<file path="config.mk">
export PLATFORM = sky130hd
export DESIGN_NAME = fetch_queue
export DESIGN_NICKNAME = d
export VERILOG_FILES = /design/src/rtl/fetch_queue.sv
export SDC_FILE = /design/constraint.sdc
export NUM_CORES = 1
export LEC_CHECK = 0
export ABC_AREA = 1
export CORE_UTILIZATION = 55
export DETAILED_ROUTE_END_ITERATION = 10
export PLACE_DENSITY_LB_ADDON = 0.3
export SKIP_LAST_GASP = 1
export SYNTH_ARGS = -nofsm -noshare
export SYNTH_HDL_FRONTEND = slang
export SYNTH_SLANG_ARGS = --single-unit
</file>
<file path="constraint.sdc">
create_clock -name clk_i -period 14.29 [get_ports clk_i]
set_input_delay 3.5725 -clock clk_i [delete_from_list [all_inputs] [get_ports clk_i]]
set_output_delay 3.5725 -clock clk_i [all_outputs]
set_load 0.03 [all_outputs]
</file>
<file path="src/rtl/fetch_queue.sv">
// ---------------------------------------------------------------------------
// fetch_queue
//
// Instruction-fetch front end for the RV32 core family. It owns the fetch PC,
// runs a single-outstanding request/acknowledge handshake towards instruction
// memory and buffers fetched {instruction, PC} pairs in a DEPTH-entry
// prefetch FIFO that the decoder drains. Taken branches and jumps from
// execute flush the queue and restart fetching at the new target.
//
// Optional feature macro: FETCH_IRQ_EN
//   When defined, a level interrupt input redirects fetch to IRQ_VEC,
//   pulses irq_ack_o for one cycle and captures the resume PC in irq_epc_o.
//   When undefined, the interrupt ports and their logic are absent.
//
// Parameters:
//   ADDR_W     fetch address width (>= 3)
//   DEPTH      prefetch FIFO entries (power of two, >= 2)
//   RESET_VEC  first fetch address after reset
//   IRQ_VEC    interrupt target (only with FETCH_IRQ_EN)
//
// Ports:
//   clk_i           clock, all state changes on the rising edge
//   rst_i           synchronous active-high reset
//   imem_req_o      fetch request (combinational from state and occupancy)
//   imem_addr_o     word-aligned fetch address (the fetch PC)
//   imem_ack_i      one-cycle response strobe, imem_rdata_i valid with it
//   imem_rdata_i    fetched instruction word
//   redirect_i      taken branch / jump: flush and refetch
//   redirect_pc_i   redirect target, low two bits ignored
//   instr_o         head-of-queue instruction, 0 when empty
//   instr_pc_o      PC of instr_o, 0 when empty
//   instr_valid_o   queue non-empty
//   instr_ready_i   decoder consumes the head when valid && ready
//   irq_i           level interrupt request          (FETCH_IRQ_EN only)
//   irq_ack_o       one-cycle pulse, interrupt taken (FETCH_IRQ_EN only)
//   irq_epc_o       resume PC captured at irq_ack_o  (FETCH_IRQ_EN only)
// ---------------------------------------------------------------------------
module fetch_queue #(
    parameter int unsigned       ADDR_W    = 32,
    parameter int unsigned       DEPTH     = 4,
    parameter logic [ADDR_W-1:0] RESET_VEC = '0,
    parameter logic [ADDR_W-1:0] IRQ_VEC   = ADDR_W'(32'h0000_0100)
) (
    input  logic              clk_i,
    input  logic              rst_i,
    output logic              imem_req_o,
    output logic [ADDR_W-1:0] imem_addr_o,
    input  logic              imem_ack_i,
    input  logic [31:0]       imem_rdata_i,
    input  logic              redirect_i,
    input  logic [ADDR_W-1:0] redirect_pc_i,
    output logic [31:0]       instr_o,
    output logic [ADDR_W-1:0] instr_pc_o,
    output logic              instr_valid_o,
    input  logic              instr_ready_i
`ifdef FETCH_IRQ_EN
    ,
    input  logic              irq_i,
    output logic              irq_ack_o,
    output logic [ADDR_W-1:0] irq_epc_o
`endif
);

    localparam int unsigned        PTR_W   = $clog2(DEPTH);
    localparam int unsigned        CNT_W   = PTR_W + 1;
    localparam logic [CNT_W-1:0]   DEPTH_C = CNT_W'(DEPTH);
    localparam logic [ADDR_W-1:0]  PC_STEP = ADDR_W'(4);

    // IDLE: nothing outstanding. WAIT: one request outstanding whose data
    // will be kept. DISCARD: one request outstanding whose data is stale.
    typedef enum logic [1:0] {
        S_IDLE    = 2'd0,
        S_WAIT    = 2'd1,
        S_DISCARD = 2'd2
    } fetchState_e;

    fetchState_e       state_q,   state_d;
    logic [ADDR_W-1:0] fetchPc_q, fetchPc_d;
    logic [CNT_W-1:0]  count_q,   count_d;
    logic [PTR_W-1:0]  rdPtr_q,   rdPtr_d;
    logic [PTR_W-1:0]  wrPtr_q,   wrPtr_d;

    logic [31:0]       instrMem_q [DEPTH];
    logic [ADDR_W-1:0] pcMem_q    [DEPTH];

    logic              empty;
    logic              flush;
    logic [ADDR_W-1:0] flushTarget;
    logic [ADDR_W-1:0] redirectAligned;
    logic              doPush;
    logic              doPop;

    // The redirect target is always forced onto a word boundary, so its two
    // low bits never reach any state.
    logic [1:0] unusedRedirectLsbs;
    assign unusedRedirectLsbs = redirect_pc_i[1:0];
    assign redirectAligned    = {redirect_pc_i[ADDR_W-1:2], 2'b00};

    assign empty = (count_q == '0);

`ifdef FETCH_IRQ_EN
    logic              irqTake;
    logic              irqArmed_q, irqArmed_d;
    logic              irqAck_q;
    logic [ADDR_W-1:0] irqEpc_q,   irqEpc_d;

    // An interrupt behaves exactly like a redirect to IRQ_VEC, but a real
    // branch/jump in the same cycle wins. After one is taken the request
    // line must be seen low before another can be accepted, so a held
    // level produces a single acknowledge.
    assign irqTake     = irq_i && !redirect_i && irqArmed_q;
    assign flush       = redirect_i || irqTake;
    assign flushTarget = redirect_i ? redirectAligned
                                    : {IRQ_VEC[ADDR_W-1:2], 2'b00};

    // Re-arm whenever the level is sampled low; the resume PC is the oldest
    // instruction not yet handed to the decoder, or the next fetch address
    // if the queue has nothing in it.
    always_comb begin
        irqArmed_d = irqArmed_q;
        irqEpc_d   = irqEpc_q;
        if (irqTake) begin
            irqArmed_d = 1'b0;
            irqEpc_d   = empty ? fetchPc_q : pcMem_q[rdPtr_q];
        end else if (!irq_i) begin
            irqArmed_d = 1'b1;
        end
    end

    // Interrupt bookkeeping registers, cleared by reset like the rest.
    always_ff @(posedge clk_i) begin
        if (rst_i) begin
            irqArmed_q <= 1'b1;
            irqAck_q   <= 1'b0;
            irqEpc_q   <= '0;
        end else begin
            irqArmed_q <= irqArmed_d;
            irqAck_q   <= irqTake;
            irqEpc_q   <= irqEpc_d;
        end
    end

    assign irq_ack_o = irqAck_q;
    assign irq_epc_o = irqEpc_q;
`else
    assign flush       = redirect_i;
    assign flushTarget = redirectAligned;
`endif

    // Next-state logic for the fetch engine and the FIFO bookkeeping.
    // A request is only raised from IDLE when the queue has room and no
    // flush is happening this cycle, which is what keeps pushes from ever
    // overflowing. A response in WAIT is pushed unless a flush coincides;
    // a response in DISCARD (or an unexpected one in IDLE) is dropped.
    // A flush overrides everything: queue emptied, fetch PC replaced.
    always_comb begin
        state_d    = state_q;
        fetchPc_d  = fetchPc_q;
        count_d    = count_q;
        rdPtr_d    = rdPtr_q;
        wrPtr_d    = wrPtr_q;
        doPush     = 1'b0;
        imem_req_o = 1'b0;

        case (state_q)
            S_IDLE: begin
                if (!rst_i && !flush && (count_q < DEPTH_C)) begin
                    imem_req_o = 1'b1;
                    state_d    = S_WAIT;
                end
            end
            S_WAIT: begin
                if (imem_ack_i) begin
                    state_d = S_IDLE;
                    if (!flush) begin
                        doPush    = 1'b1;
                        fetchPc_d = fetchPc_q + PC_STEP;
                    end
                end else if (flush) begin
                    state_d = S_DISCARD;
                end
            end
            S_DISCARD: begin
                if (imem_ack_i) begin
                    state_d = S_IDLE;
                end
            end
            default: begin
                state_d = S_IDLE;
            end
        endcase

        doPop = !empty && instr_ready_i && !flush;

        if (flush) begin
            fetchPc_d = flushTarget;
            count_d   = '0;
            rdPtr_d   = '0;
            wrPtr_d   = '0;
        end else begin
            if (doPush) begin
                wrPtr_d = wrPtr_q + 1'b1;
            end
            if (doPop) begin
                rdPtr_d = rdPtr_q + 1'b1;
            end
            case ({doPush, doPop})
                2'b10:   count_d = count_q + 1'b1;
                2'b01:   count_d = count_q - 1'b1;
                default: count_d = count_q;
            endcase
        end
    end

    // Control state register. Reset drops any outstanding request, so a
    // response that straggles in afterwards lands in IDLE and is ignored.
    always_ff @(posedge clk_i) begin
        if (rst_i) begin
            state_q   <= S_IDLE;
            fetchPc_q <= RESET_VEC;
            count_q   <= '0;
            rdPtr_q   <= '0;
            wrPtr_q   <= '0;
        end else begin
            state_q   <= state_d;
            fetchPc_q <= fetchPc_d;
            count_q   <= count_d;
            rdPtr_q   <= rdPtr_d;
            wrPtr_q   <= wrPtr_d;
        end
    end

    // FIFO storage. It needs no reset: the outputs are masked while the
    // count says the queue is empty, so stale contents are never visible.
    always_ff @(posedge clk_i) begin
        if (doPush) begin
            instrMem_q[wrPtr_q] <= imem_rdata_i;
            pcMem_q[wrPtr_q]    <= fetchPc_q;
        end
    end

    // Decoder-facing outputs come straight from registered storage, so
    // there is no combinational path from the memory data to the decoder.
    assign imem_addr_o   = fetchPc_q;
    assign instr_valid_o = !empty;
    assign instr_o       = empty ? 32'h0 : instrMem_q[rdPtr_q];
    assign instr_pc_o    = empty ? '0    : pcMem_q[rdPtr_q];

endmodule

</file>
Word-level counts from Yosys, hierarchy flattened

Memory sizes are Yosys's and may differ from the RTL's. A register that Yosys moved wholly into a read port is not among the register bits.
Index checks and enable logic that the tools add are counted.

Flip-flop bits (word level): 41
RAM bits: 256
Output and inout port bits: 98
Memories: 2

Memories:

| name       | words | bits a word | rd ports | clocked after Yosys merged registers in | write ports | RTL line | source |
|---|---|---|---|---|---|---|---|
| instrMem_q | 4     | 32          | 1        | 1                                       | 1           | 83       | `logic [31:0] instrMem_q [DEPTH];` |
| pcMem_q    | 4     | 32          | 1        | 1                                       | 1           | 84       | `logic [ADDR_W-1:0] pcMem_q [DEPTH];` |

Add/subtract/negate cells: 5
Order comparisons: 1
Equality and inequality tests: 7
Muxes and demuxes: 22
Reductions and logical operators: 16

Operators with widths:

| kind                                                 | number |
|---|---|
| two-way mux 32 bit                                   | 5 |
| adder 32 x 3 -> 32 bit (second input constant)       | 1 |
| two-way mux 2 bit                                    | 8 |
| two-way mux 1 bit                                    | 7 |
| case mux 2 bit (3 select lines)                      | 1 |
| case mux 3 bit (2 select lines)                      | 1 |
| nonzero test 2 bit                                   | 3 |
| adder 2 x 1 -> 2 bit (second input constant)         | 2 |
| equality test 2 x 1 -> 1 bit (second input constant) | 2 |
| equality test 2 bit (second input constant)          | 2 |
| logical AND 1 bit                                    | 4 |
| inequality test 2 bit (second input constant)        | 2 |
| AND reduction 2 bit                                  | 2 |
| adder 3 x 1 -> 3 bit (second input constant)         | 1 |
| zero test 1 bit                                      | 3 |
| zero test 3 bit                                      | 1 |
| less-than comparator 3 bit (second input constant)   | 1 |
| inequality test 3 bit (second input constant)        | 1 |
| AND reduction 3 bit                                  | 1 |
| subtractor 3 x 1 -> 3 bit (second input constant)    | 1 |
| zero test 2 bit                                      | 1 |
| OR reduction 2 bit                                   | 1 |

Depth between registers and ports, before layout

Depth in word-level cells: 6
Depth in mapped cells: 12

Worst setup path after synthesis

Ideal clock, no wire load.

Path type: in2out
Start point: in rst_i
End point: out imem_req_o
Arrival time: 4.949 ns
Path slack: 5.768 ns
Stages on the path: 4
Path through: clkbuf_1 nor2_4 inv_1 nor4_1

Cells in the longest elaborated chain, start to end: 5

Ends and longest elaborated chain:

| what                            | RTL line | source |
|---|---|---|
| from (decl)                     | 45       | `input logic rst_i,` |
| zero test 1 bit                 | 167      | `if (!rst_i && !flush && (count_q < DEPTH_C)) begin` |
| logical AND 1 bit (2 in series) | 167      |  |
| two-way mux 1 bit               | 167      |  |
| two-way mux 1 bit               | 165      | `case (state_q)` |
| to (decl)                       | 46       | `output logic imem_req_o,` |

No other way between the ends.

Worst setup path after layout

Start point: in redirect_i
End point: out imem_req_o

Cells in the longest elaborated chain, start to end: 5

Ends and longest elaborated chain:

| what                            | RTL line | source |
|---|---|---|
| from (decl)                     | 50       | `input logic redirect_i,` |
| zero test 1 bit                 | 167      |  |
| logical AND 1 bit (2 in series) | 167      |  |
| two-way mux 1 bit               | 167      |  |
| two-way mux 1 bit               | 165      |  |

No other way between the ends.

==> impl_results.md <==
- Num CTS Buffers: 28
- Drt drc: 0
- Syn_area_per_cell: roughly 11 um^2
- Leakage Power: 5.213 nW
- Crit path top cell by count: clkdlybuf4s50_1
- Layout area overhead: 22.73%
- CP top delay family: buffers and inverters
- Overall routing resource usage: 0.2455
- Sequential power share: 0.522
- Final Power: approximately 0.0018 W
- First-pass DRT Iterations: 7
- Largest cells by area after synthesis: edfxtp_1, nor2_1, dfxtp_1
- Met2 usage in global routing: 0.4204
- Main combinational cell family by area after synthesis: simple AND/OR/NAND/NOR gates
- Max cap viols: 0
- Routed wire per std cell: approximately 18 um
- HPWL Detailed: between 15000 and 20000 um
- Crit share post-route: 0.6471
- Commonest non-fill, non-tap cell in the layout: nor2_1
- Synth Area in XOR/XNOR: 0.006458
- Post-synth top area share: 0.6101
- Max Buffers Root-to-Sink: 3
- Placement row count: 54
- PD cells: 120.4 nW/um^2
- Final core occ: 0.6865
- Initial antenna violation count: 1
- Finished Cell Area: ~15000 um^2
- Clk Latency, worst-skew pair: 0.53 ns
- Unrepaired setup endpoints after global routing: no
- Pins Over Slew Limit: 0
- CP Data Required Time: 10.72 ns
- Clk pwr share: 0.428
- Internal Power: around 0.0014 W
- Nets: about 1.4k
- Critical path class: input pin to primary output
- Synthesized cell area: between 10000 and 15000 um^2
- Antenna-violating nets left: 0
- DRT iter0 DRCs: between 600 and 700
- Simple-Gate Fraction of Synth Area: 0.1550
- Worst rel slew slack: 0.3505
- Post-synth top area cell: edfxtp_1
- Clock Sinks: around 290
- Number of I/O pins: roughly 170
- Synthesis Warnings: 0
- Hold buffer count at cts: 0
- Top Usage Layer GRT: met2
- Buffers & Inverters on Critical Path: 4
- Gpl congestion: 0.8685
- Syn Inst Count: around 1.1k
- Comb pwr share: 0.049
- Setup Buffers After CTS: 0
- Met3 GRT Util: 0.03404
- Die height: approximately 150 um
- Worst path max stage delay: approximately 0.76 ns
- Sequential element share of the synthesized area: 0.6773
- Worst vdd ir: roughly 0.000076 V
- Die area: roughly 23000 um^2
- H-tree levels: 1
- Vias in the first global route: just over 8k
- Sw Pwr: 0.0003690 W
- Commonest cells after routing, fill and taps aside: nor2_1, edfxtp_1, clkdlybuf4s50_1
- CTS tree: done
- Placed Area: between 10000 and 15000 um^2
- Peak Freq: 108.1 MHz
- Global-route wire length before repair: approximately 43000 um
- Antenna diode count: 0
- Largest net degree at the start of global routing: 87
- Hold Fails Final Rpt: 0
- Clk_skew: between 0.008 and 0.009 ns
- Worst min path class: flop to flop
- Yosys cell types: 36
- Slew @ Worst Pin: just under 1 ns
- Root buf cell: clkbuf_16
- DRT Wirelength: around 28000 um
- CP max stage cell: clkdlybuf4s50_1
- Die Wd: ~150 um
- CTS-repair resized insts: 0
- Multiplexer area fraction after synthesis: 0
- Initial core utilization: 0.5593
- Status: finished clean
- CP endpoint kind: primary output
- Crit Path Max Fanout: 33
- Tmin final: approximately 9.2 ns
- Synth Area in Compound Gates: 0.1100
- PortBufs: 160
- GRT Residual Overflow: 0
- Vias per cell: 5.489
- Core ar.: approximately 22000 um^2
- Fillers: 1582
- Layout cells sized above 1: 0.06789
- Synth Area in Adders: 0.007790
- Vias post-DR: a little under 9k
- Yosys reg bits: 289
- Endpoints failing setup: 0
- Setup_tns: 0 ns
- Sequence of cells on the critical path: clkdlybuf4s50_1 -> buf_4 -> nor2_4 -> inv_1 -> nor4_1 -> clkdlybuf4s50_1
- Switching part of the total power: 0.2045
- Met1 GRT Util: 0.3346
- CP Launch Type: input pin
- Clock-pin transition on the worst setup and hold timing paths: ~0.060 ns
- Critical path arrival: ~5.7 ns
-- final cells by class --
class                           instances  area, um^2  share of cell area
Multi-Input combinational cell        734        3453              0.2305
Sequential cell                       289        8273              0.5522
Clock buffer                           36       772.0             0.05153
Inverter                               65       245.2             0.01637
Timing Repair Buffer                  171        1684              0.1124
Tap cell                              280       350.3             0.02338
Clock inverter                         16       203.9             0.01361
-- power by group through the flow --
stage	registers [W]	logic, W	clock network, W
finish	0.000942	0.0000892	0.000773
global route	0.000943	0.0000965	0.000814
CTS	0.000942	0.0000892	0.000781
detailed placement	0.000960	0.0000886	0
global placement	0.000959	0.0000871	0
floorplan	0.000964	0.0000359	0
-- routing by layer --
layer	routed length [um]	vias to the layer above	part of all wire
li1	-	4218	-
met1	11930	4147	0.43
met2	13510	336	0.49
met3	2090	30	0.075
met5	12	-	0.00043
met4	297	2	0.011
-- final timing paths --
path,startpoint,endpoint,slack (ns),cells after the start
max,redirect_i,imem_req_o,5.04,6
min,rdPtr_q[1],flop,0.51,2
max reg2reg,count_q[2],count_q[2],11.67,10
min reg2reg,rdPtr_q[1],flop,0.51,2
-- worst min-delay path, stage by stage (launching register included) --
cell	delay [ns]
dfxtp_1	0.30
inv_1	0.06
a21oi_1	0.10
-- Yosys cell counts, drive strengths merged --
master	n
and2	1
nor3	3
buf	30
inv	65
clkbuf	33
xor2	6
nand4	1
fa	1
nor4	2
dfxtp	41
xnor2	3
nand3	36
a22oi	2
o211a	1
ha	6
conb	1
a22o	5
a31oi	5
o21ai	149
nand2	104
edfxtp	248
or2	1
nor2	307
a31o	1
a21oi	96
-- flip-flops by register name, indices dropped and copies added, names as in the netlist, named ones only --
signal and cells:
imem_addr_o 30, state_q 2, wrPtr_q 2, instrMem_q 128
count_q 3, pcMem_q 120, rdPtr_q 2
-- metrics by stage --
step | instances | setup WS, ns | hold WS [ns]
floorplan | 1151 | 5.768 | 0.4415
global placement | 1539 | 5.081 | 0.4763
detailed placement | 1539 | 5.072 | 0.4909
CTS | 1591 | 5.047 | 0.5046
global route | 1591 | 4.938 | 0.5542
finish | 1591 | 5.043 | 0.5091
-- kinds of logic after synthesis --
family | after synthesis
AO/OA/AOI/OAI | 259
buffers and inverters | 128
other | 1
XOR/XNOR | 9
AND/OR/NAND/NOR | 455
flip-flops | 289
adder cells (fa/ha/maj) | 7
Note: power is estimated with default switching activity, not from simulation.
